## config.mk

```make
export PLATFORM = sky130hd
export DESIGN_NAME = mem_access_ctrl_flat
export DESIGN_NICKNAME = d
export VERILOG_FILES = /design/src/rtl/mem_access_ctrl_pkg.sv /design/src/rtl/mem_access_ctrl_if.sv /design/src/rtl/mem_access_ctrl.sv /design/src/flat_wrapper.sv
export SDC_FILE = /design/constraint.sdc
export NUM_CORES = 1
export LEC_CHECK = 0
export CAP_MARGIN = 20
export CORE_UTILIZATION = 40
export CTS_BUF_LIST = sky130_fd_sc_hd__clkbuf_8
export DETAILED_ROUTE_END_ITERATION = 8
export DONT_BUFFER_PORTS = 1
export HOLD_SLACK_MARGIN = 0.12
export PLACE_DENSITY = 0.55
export REMOVE_ABC_BUFFERS = 1
export SLEW_MARGIN = 20
export SYNTH_ARGS = -nofsm -noshare
export SYNTH_HDL_FRONTEND = slang
export SYNTH_SLANG_ARGS = --single-unit
```

## constraint.sdc

```tcl
create_clock -name clk -period 4.9 [get_ports clk]
set_clock_uncertainty 0.15 [all_clocks]
set_input_delay 0 -clock clk [delete_from_list [all_inputs] [get_ports clk]]
set_output_delay 0 -clock clk [all_outputs]
set_load 0.01 [all_outputs]
```

## src/rtl/mem_access_ctrl_pkg.sv

```systemverilog
// Shared types and widths for the 32-bit-word to 16-bit-SRAM access controller.
package mem_access_ctrl_pkg;

  localparam int SRAM_AW = 18;
  localparam int SRAM_DW = 16;
  localparam int WORD_W  = 32;
  localparam int IDX_W   = 17;
  localparam int WAIT_W  = 3;

  typedef enum logic [1:0] {
    IDLE = 2'd0,
    LOW  = 2'd1,
    HIGH = 2'd2,
    DONE = 2'd3
  } state_t;

  function automatic logic [SRAM_AW-1:0] half_addr(input logic [IDX_W-1:0] word_idx,
                                                   input logic hi);
    return {word_idx, hi};
  endfunction

endpackage

```

## src/rtl/mem_access_ctrl_if.sv

```systemverilog
// Pipeline-side request/response and SRAM-side bus of the memory access controller.
interface mem_access_ctrl_if;
  import mem_access_ctrl_pkg::*;

  // Handshake: the pipeline holds MEM_R_EN/MEM_W_EN, ALURes and STVal stable while freeze is 1;
  // the cycle a request is seen with freeze 0 is the completion cycle, and readData is valid then.
  logic               MEM_R_EN;
  logic               MEM_W_EN;
  logic [WORD_W-1:0]  ALURes;
  logic [WORD_W-1:0]  STVal;
  logic [WORD_W-1:0]  readData;
  logic               freeze;
  logic [SRAM_AW-1:0] SRAM_ADDR;
  logic [SRAM_DW-1:0] SRAM_DQ_OUT;
  logic               SRAM_DQ_OE;
  logic [SRAM_DW-1:0] SRAM_DQ_IN;
  logic               SRAM_WE_N;

  modport slave (
    input  MEM_R_EN, MEM_W_EN, ALURes, STVal, SRAM_DQ_IN,
    output readData, freeze, SRAM_ADDR, SRAM_DQ_OUT, SRAM_DQ_OE, SRAM_WE_N
  );

  modport master (
    output MEM_R_EN, MEM_W_EN, ALURes, STVal, SRAM_DQ_IN,
    input  readData, freeze, SRAM_ADDR, SRAM_DQ_OUT, SRAM_DQ_OE, SRAM_WE_N
  );

endinterface

```

## src/rtl/mem_access_ctrl.sv

```systemverilog
// Splits each 32-bit load/store into two 16-bit SRAM accesses (low half, then high half),
// freezing the pipeline until the access completes. SRAM_WAIT must be in 0..7.
module mem_access_ctrl
  import mem_access_ctrl_pkg::*;
#(
  parameter int SRAM_WAIT = 1
) (
  input  logic              clk,
  input  logic              rst,
  mem_access_ctrl_if.slave  bus,
  output state_t            o_dbg_state
);

  localparam logic [WAIT_W-1:0] WAIT_LAST = WAIT_W'(SRAM_WAIT);

  state_t             r_state;
  logic [WAIT_W-1:0]  r_wait_cnt;
  logic               r_is_write;
  logic [IDX_W-1:0]   r_word_idx;
  logic [SRAM_DW-1:0] r_st_hi;
  logic [WORD_W-1:0]  r_read_data;
  logic [SRAM_AW-1:0] r_sram_addr;
  logic [SRAM_DW-1:0] r_dq_out;
  logic               r_dq_oe;
  logic               r_we_n;

  logic               w_req;
  logic               w_phase_end;
  logic               w_unused_alu;

  assign w_req        = bus.MEM_R_EN | bus.MEM_W_EN;
  assign w_phase_end  = (r_wait_cnt == WAIT_LAST);
  assign w_unused_alu = ^{bus.ALURes[31:19], bus.ALURes[1:0]};

  // SRAM strobes are registered and loaded on the edge that enters each phase,
  // so they are already valid during the first cycle of LOW and HIGH.
  always_ff @(posedge clk) begin
    if (!rst) begin
      r_state     <= IDLE;
      r_wait_cnt  <= '0;
      r_is_write  <= 1'b0;
      r_word_idx  <= '0;
      r_st_hi     <= '0;
      r_read_data <= '0;
      r_sram_addr <= '0;
      r_dq_out    <= '0;
      r_dq_oe     <= 1'b0;
      r_we_n      <= 1'b1;
    end else begin
      case (r_state)
        IDLE: begin
          r_wait_cnt <= '0;
          if (w_req) begin
            r_state     <= LOW;
            r_is_write  <= bus.MEM_W_EN;
            r_word_idx  <= bus.ALURes[18:2];
            r_st_hi     <= bus.STVal[31:16];
            r_sram_addr <= half_addr(bus.ALURes[18:2], 1'b0);
            r_we_n      <= ~bus.MEM_W_EN;
            r_dq_oe     <= bus.MEM_W_EN;
            r_dq_out    <= bus.MEM_W_EN ? bus.STVal[15:0] : '0;
          end
        end
        LOW: begin
          if (w_phase_end) begin
            r_state     <= HIGH;
            r_wait_cnt  <= '0;
            r_sram_addr <= half_addr(r_word_idx, 1'b1);
            r_dq_out    <= r_is_write ? r_st_hi : '0;
            if (!r_is_write) r_read_data[15:0] <= bus.SRAM_DQ_IN;
          end else begin
            r_wait_cnt <= r_wait_cnt + WAIT_W'(1);
          end
        end
        HIGH: begin
          if (w_phase_end) begin
            r_state     <= DONE;
            r_wait_cnt  <= '0;
            r_sram_addr <= '0;
            r_dq_out    <= '0;
            r_dq_oe     <= 1'b0;
            r_we_n      <= 1'b1;
            if (!r_is_write) r_read_data[31:16] <= bus.SRAM_DQ_IN;
          end else begin
            r_wait_cnt <= r_wait_cnt + WAIT_W'(1);
          end
        end
        DONE: begin
          r_state    <= IDLE;
          r_wait_cnt <= '0;
        end
        default: begin
          r_state    <= IDLE;
          r_wait_cnt <= '0;
        end
      endcase
    end
  end

  // The pipeline is released exactly in DONE so the next request lands in IDLE.
  assign bus.freeze      = w_req && (r_state != DONE);
  assign bus.readData    = r_read_data;
  assign bus.SRAM_ADDR   = r_sram_addr;
  assign bus.SRAM_DQ_OUT = r_dq_out;
  assign bus.SRAM_DQ_OE  = r_dq_oe;
  assign bus.SRAM_WE_N   = r_we_n;
  assign o_dbg_state     = r_state;

endmodule

```

## src/flat_wrapper.sv

```systemverilog
// flat-port wrapper written by rule: the top's interface ports become plain ports
module mem_access_ctrl_flat import mem_access_ctrl_pkg::*;
#(
  parameter int SRAM_WAIT = 1
)
  (clk, rst, o_dbg_state, bus_MEM_R_EN, bus_MEM_W_EN, bus_ALURes, bus_STVal, bus_SRAM_DQ_IN, bus_readData, bus_freeze, bus_SRAM_ADDR, bus_SRAM_DQ_OUT, bus_SRAM_DQ_OE, bus_SRAM_WE_N);
  mem_access_ctrl_if bus_i ();
  input  logic clk;
  input  logic rst;
  output state_t o_dbg_state;
  input wire logic [$bits(bus_i.MEM_R_EN)-1:0] bus_MEM_R_EN;
  input wire logic [$bits(bus_i.MEM_W_EN)-1:0] bus_MEM_W_EN;
  input wire logic [$bits(bus_i.ALURes)-1:0] bus_ALURes;
  input wire logic [$bits(bus_i.STVal)-1:0] bus_STVal;
  input wire logic [$bits(bus_i.SRAM_DQ_IN)-1:0] bus_SRAM_DQ_IN;
  output wire logic [$bits(bus_i.readData)-1:0] bus_readData;
  output wire logic [$bits(bus_i.freeze)-1:0] bus_freeze;
  output wire logic [$bits(bus_i.SRAM_ADDR)-1:0] bus_SRAM_ADDR;
  output wire logic [$bits(bus_i.SRAM_DQ_OUT)-1:0] bus_SRAM_DQ_OUT;
  output wire logic [$bits(bus_i.SRAM_DQ_OE)-1:0] bus_SRAM_DQ_OE;
  output wire logic [$bits(bus_i.SRAM_WE_N)-1:0] bus_SRAM_WE_N;
  assign bus_i.MEM_R_EN = bus_MEM_R_EN;
  assign bus_i.MEM_W_EN = bus_MEM_W_EN;
  assign bus_i.ALURes = bus_ALURes;
  assign bus_i.STVal = bus_STVal;
  assign bus_i.SRAM_DQ_IN = bus_SRAM_DQ_IN;
  assign bus_readData = bus_i.readData;
  assign bus_freeze = bus_i.freeze;
  assign bus_SRAM_ADDR = bus_i.SRAM_ADDR;
  assign bus_SRAM_DQ_OUT = bus_i.SRAM_DQ_OUT;
  assign bus_SRAM_DQ_OE = bus_i.SRAM_DQ_OE;
  assign bus_SRAM_WE_N = bus_i.SRAM_WE_N;
  mem_access_ctrl #(.SRAM_WAIT(SRAM_WAIT)) u_core (.clk(clk), .rst(rst), .bus(bus_i), .o_dbg_state(o_dbg_state));
endmodule
```

[After elaboration in Yosys (flattened, before gate mapping)]
Index checks and enable logic that the tools add are counted.
Word-level totals
  word-level logic and storage cells: 57
  latch bits: 0
  bits in read-only memories: 0
  memories: 0
  memory bits (writable): 0
  flip-flop bits (word level): 107
Cells by class
  divide/modulo/power cells: 0
  equal/unequal tests: 8
  multipliers: 0
  shift operators: 0
  $lt $le $gt $ge: 0
  bitwise logic cells: 3
  add/subtract/negate cells: 1
  reductions and logical operators: 12
  muxes and demuxes: 22
Operators with widths (count)
  two-way mux 16 bit: 5
  two-way mux 18 bit: 3
  case mux 18 bit (3 select lines): 1
  case mux 16 bit (3 select lines): 1
  AND reduction 3 bit: 4
  case mux 2 bit (4 select lines): 1
  two-way mux 2 bit: 3
  inequality test 2 x 1 -> 1 bit, second input constant: 3
  case mux 3 bit (2 select lines): 1
  == test 2 bit, second input constant: 2
  two-way mux 1 bit: 4
  case mux 1 bit (2 select lines): 2
  AND reduction 4 bit: 1
  OR reduction 2 bit: 2
  adder 3 x 1 -> 3 bit, second input constant: 1
  == test 3 x 1 -> 1 bit, second input constant: 1
  two-way mux 3 bit: 1
  nonzero test 3 bit: 1
  == test 2 x 1 -> 1 bit, second input constant: 1
  zero test 2 bit: 1
  inequality test 2 bit, second input constant: 1
  NOT 1 bit: 2
  AND reduction 2 bit: 1
  nonzero test 2 bit: 1
  2 further kinds: 2

[Logic depth before layout (Yosys ltp)]
  depth after elaboration: 3
  gate-level depth with buffers: 9
  mapped depth without buffers: 6

[Worst setup path before layout]
No wires, ideal clock.
  path kind: flip-flop to flip-flop
  from: register u_core.r_state[0] (netlist: u_core.o_dbg_state[0])
  to: register u_core.r_sram_addr[10] (netlist: u_core.bus.SRAM_ADDR[10])
  arrival time: 1.775 ns
  setup time: 0.059 ns
  stages on the path, launching flop included: 8
  setup slack: 2.916 ns
  buffers on the path: 2
  cell sequence: dfxtp_1 > inv_1 > ha_1 > or2_1 > a211oi_2 > buf_4 > buf_4 > o211a_1
Between the ends
  word-level cells in the longest chain between the ends: 3
  elaborated cells between the ends (all ways): 9
  those cells by class: 5 x eq/ne; 1 x mux; 3 x reduce/logical
RTL lines
  from (decl): RTL line mem_access_ctrl.sv:16  | state_t r_state;
  from (signal assigned): RTL line mem_access_ctrl.sv:39  | r_state <= IDLE;
  from (signal assigned): RTL line mem_access_ctrl.sv:54  | r_state <= LOW;
  from (signal assigned): RTL line mem_access_ctrl.sv:66  | r_state <= HIGH;
  == test 2 x 1 -> 1 bit (tied with other cells): RTL line mem_access_ctrl.sv:50  | case (r_state)
  inequality test 2 x 1 -> 1 bit (no line) / nonzero test 3 bit (equally long branches)
  AND reduction 4 bit (no line)
  to (signal assigned): RTL line mem_access_ctrl.sv:58  | r_sram_addr <= half_addr(bus.ALURes[18:2], 1'b0);
  to (signal assigned): RTL line mem_access_ctrl.sv:68  | r_sram_addr <= half_addr(r_word_idx, 1'b1);
  to (decl): RTL line mem_access_ctrl.sv:22  | logic [SRAM_AW-1:0] r_sram_addr;
Parallel ways exist; a longest one is shown, timed or not.
A chain may end at the register's enable or synchronous reset.

[Final worst setup path]
  from: register u_core.r_state[0] (netlist: u_core.o_dbg_state[0])
  to: register u_core.r_dq_out[10] (netlist: u_core.bus.SRAM_DQ_OUT[10])
Between the ends
  word-level cells in the longest chain between the ends: 3
  elaborated cells between the ends (all ways): 9
  those cells by class: 5 x eq/ne; 1 x mux; 3 x reduce/logical
RTL lines
  == test 2 x 1 -> 1 bit (tied with other cells): RTL line mem_access_ctrl.sv:50
  inequality test 2 x 1 -> 1 bit (no line) / nonzero test 3 bit (equally long branches)
  AND reduction 4 bit (no line)
  to (signal assigned): RTL line mem_access_ctrl.sv:61  | r_dq_out <= bus.MEM_W_EN ? bus.STVal[15:0] : '0;
  to (signal assigned): RTL line mem_access_ctrl.sv:69  | r_dq_out <= r_is_write ? r_st_hi : '0;
  to (decl): RTL line mem_access_ctrl.sv:23  | logic [SRAM_DW-1:0] r_dq_out;
Parallel ways exist; a longest one is shown, timed or not.

==> impl_metrics.toml <==
[status]
status = "finished, final reports clean"

[detailed_routing]
drt_iter0_markers = 235
viasPerCell = 5.16
drtAntennaViolNets = 0
vias = 3847
drt_pass1_iterations = 8
wl_per_cell_um = 15.3
drcViolationCount = 0
drt_wl_total_um = 11400

[synth]
synth_sequential_area_ratio_pct = 48.1
yosysTopAreaCellShare_pct = 48.1
avgSynthCellArea_sq_um = 8.68
syn_inst = 513
yosysWarnings = 0
async_reset_ff_share_pct = 0
ys.flop_type = "dfxtp_1"
synth_cell_type_count = 29
synth_seq_cells = 107
synth_edf_count = 0
synth_top_area_cell = "dfxtp_1"
synth.cell_area_sq_mm = 0.00445
synthTopCellsByArea = "dfxtp_1 48%, nand2_1 14%, a21boi_0 11%"

[sta]
finalHoldViolations = 0
fin_setup_tns_ns = 0
fmax_ghz = 0.284
slew_viol_final = 0
finalSetupViolCount = 0
min_period_over_period_pct = 72.0
max-slew-margin-rel_pct = 36.7
fin_crit_ns = 3.53
rsz0062_at_grt = "no"
timing_worst_slew_pin_value_ns = 0.947

[die]
die_w_um = 108
die_h_um = 108
die_area_sq_mm = 0.0116
core_area_sq_mm = 0.0108
floorplan.initialDensity_pct = 41.1
rows = 38
io_pins = 155

[power]
switching_power_w = 0.00126
p_seq_share_pct = 41.1
pwr-share-comb_pct = 41.5
clkPwrFrac_pct = 17.4
switching_share_pct = 38.9
powerDensity_mw_per_mm2 = 550
internal_power_w = 0.00197
irDropWorstVdd_uv = 271
power_leakage_nw = 2.52

[clocking]
cts_root_buffer = "clkbuf_8"
cts_setup_buffers = 0
path_clk_slew_ns = 0.10
cts_sinks = 107
hold_buffers = 115
numCtsBuffers = 9
worstSkewPairLatency_ns = 0.36
cts_tree = "built"
cts-resized-gates = 0
cts_buffer_depth = 2
h-tree-depth = 3

[global_routing]
grt_pass1_wl_um = 18400
track_usage_pct = 20.1
grt_pass1_vias = 3834
grt_overflow = 0
grt_max_degree = 106
antenna_found_initial = 0

[worst_setup_path]
crit_arrival_ns = 3.69
cp_num_buf_inv = 3
reg2regPathDepth = 8
crit_type = "flip-flop to flip-flop"
crit_fanout = 16
setup.worst_path.start_class = "flip-flop"
path_common_cell = "dlygate4sd3_1"
crit_family = "buffers and inverters"
crit_required_ns = 5.07
crit_path_max_incr_delay_ns = 0.68
r2r_setup_slack_ns = 1.37
reg2reg_to = "u_core.bus.SRAM_DQ_OUT[10]"
cp-end-kind = "flip-flop"
crit_chain = "inv_1, ha_1, nor2b_2, a32oi_1, dlygate4sd3_1, nand2_1, o211a_1, dlygate4sd3_1"
r2r_start = "u_core.o_dbg_state[0]"
crit_path_top_delay_cell = "nor2b_2"

[worst_hold_path]
hp-class = "input pin to flip-flop"
holdPathEnd = "u_core.bus.SRAM_DQ_OUT[3]"
hold_depth = 4
worstHoldStart = "bus_MEM_W_EN"

[final_layout]
drive_gt1_share_pct = 4.30
fillerInstances = 966
nets = 691
area_growth_syn_to_layout_pct = 31.7
fin_cells = 745
antenna-diode-count = 0
fin_area_sq_mm = 0.00587

[placed_design]
placed_cell_area_sq_mm = 0.00450
place.gp.congestion = 0.707
io_buffers = 0
dpl.hpwl_um = 6380
dpl.cell_count = 614

[job]
maxCapViolCount = 0
[per-layer routing]
metal	track usage, %	vias to the layer above	share of wire (%)	routed length (um)
met3	5.02	10	7.4	841
li1	-	1899	-	-
met2	35.3	123	49	5570
met5	0	-	0	0
met4	7.73	0	1.3	144
met1	23.5	1815	43	4850
[kinds of logic (layout without fill, tap and decap cells)]
family | after synthesis | in the layout | synth area share (%)
buffers and inverters | 48 | 140 | 4.75
and+or+nand+nor | 208 | 208 | 19.7
muxes | 2 | 2 | 0.449
adders and majority gates | 7 | 7 | 1.97
DFF | 107 | 107 | 48.1
AOI/OAI and AO/OA | 141 | 141 | 25.1
[cells in the mapped netlist, drive strengths merged, types with 3 or more instances]
cell / number
a21boi: 66
a21o: 3
a21oi: 18
a32oi: 16
and2: 4
buf: 15
clkbuf: 28
dfxtp: 107
ha: 7
inv: 5
nand2: 169
nand3: 3
nor2: 5
nor2b: 20
nor3b: 3
o211a: 33
o21ai: 3
[power by group through the flow]
stage	Sequential (W)	Combinational [W]	Clock, W
6_report	0.00133	0.00134	0.000563
5_1_grt	0.00135	0.00150	0.000611
4_1_cts	0.00132	0.00133	0.000578
3_5_place_dp	0.00134	0.00106	0
3_3_place_gp	0.00134	0.00103	0
2_1_floorplan	0.00129	0.000771	0
[registers in the layout, indices dropped and copies added, names as in the netlist]
| name | count |
|---|---|
| u_core.bus.readData | 32 |
| u_core.bus.SRAM_DQ_OE | 1 |
| u_core.r_is_write | 1 |
| u_core.bus.SRAM_DQ_OUT | 16 |
| u_core.r_st_hi | 16 |
| u_core.o_dbg_state | 2 |
| u_core.bus.SRAM_ADDR | 18 |
| u_core.bus.SRAM_WE_N | 1 |
| u_core.r_wait_cnt | 3 |
| u_core.r_word_idx | 17 |
[metrics by stage]
step / util, % / setup WS, ns / power (W) / hold WS (ns)
global placement: 41.4 / 2.01 / 0.00237 / -0.0129
detailed placement: 41.5 / 1.99 / 0.00240 / -0.00680
finish: 54.1 / 1.37 / 0.00323 / 0.145
floorplan: - / 1.17 / 0.00206 / -0.0218
CTS: 54.1 / 1.43 / 0.00323 / 0.121
global route: 54.1 / 1.15 / 0.00347 / 0.172
[placed cells by master, fill, tap and decap left out, drive strengths merged]
cell type / count
a32oi: 16
nor2: 5
dlygate4sd3: 114
bufinv: 1
dfxtp: 107
a21boi: 66
nand2b: 2
nand3: 3
nor2b: 20
a21oi: 18
o21ai: 3
mux2i: 2
and2: 4
clkinv: 3
nand3b: 1
a21o: 3
a211oi: 1
ha: 7
o211a: 33
buf: 5
o311a: 1
nor3b: 3
inv: 6
clkbuf: 11
or2: 1
nand2: 169
[cell type report]
class / instances / area, sq um / share of cell area [%]
sequential: 107 / 2140 / 36.5
clock inverter: 5 / 52.6 / 0.896
multi-input combinational: 358 / 2120 / 36.1
clock buffer: 11 / 151 / 2.58
inverter: 5 / 18.8 / 0.320
tap: 140 / 175 / 2.99
timing repair buffer: 119 / 1210 / 20.6
[worst register-to-register path: stages (launching register included)]
cell	delay [ns]
dfxtp_1	0.49
inv_1	0.13
ha_1	0.56
nor2b_2	0.68
a32oi_1	0.11
dlygate4sd3_1	0.62
nand2_1	0.07
o211a_1	0.13
dlygate4sd3_1	0.53
[worst max path at each step]
| stage | startpoint | slack (ns) | depth (start not counted) | endpoint |
|---|---|---|---|---|
| after floorplan | u_core.o_dbg_state[0] | 1.17 | 6 | u_core.bus.SRAM_ADDR[17] |
| after global placement | u_core.o_dbg_state[0] | 2.01 | 7 | u_core.bus.SRAM_ADDR[6] |
| after detailed placement | u_core.o_dbg_state[0] | 1.99 | 7 | u_core.bus.SRAM_ADDR[12] |
| after CTS | u_core.o_dbg_state[0] | 1.43 | 8 | u_core.bus.SRAM_ADDR[15] |
| after global routing | u_core.o_dbg_state[0] | 1.15 | 8 | u_core.bus.SRAM_DQ_OUT[7] |
| final | u_core.o_dbg_state[0] | 1.37 | 8 | u_core.bus.SRAM_DQ_OUT[10] |
(Power assumes the default switching activity.)
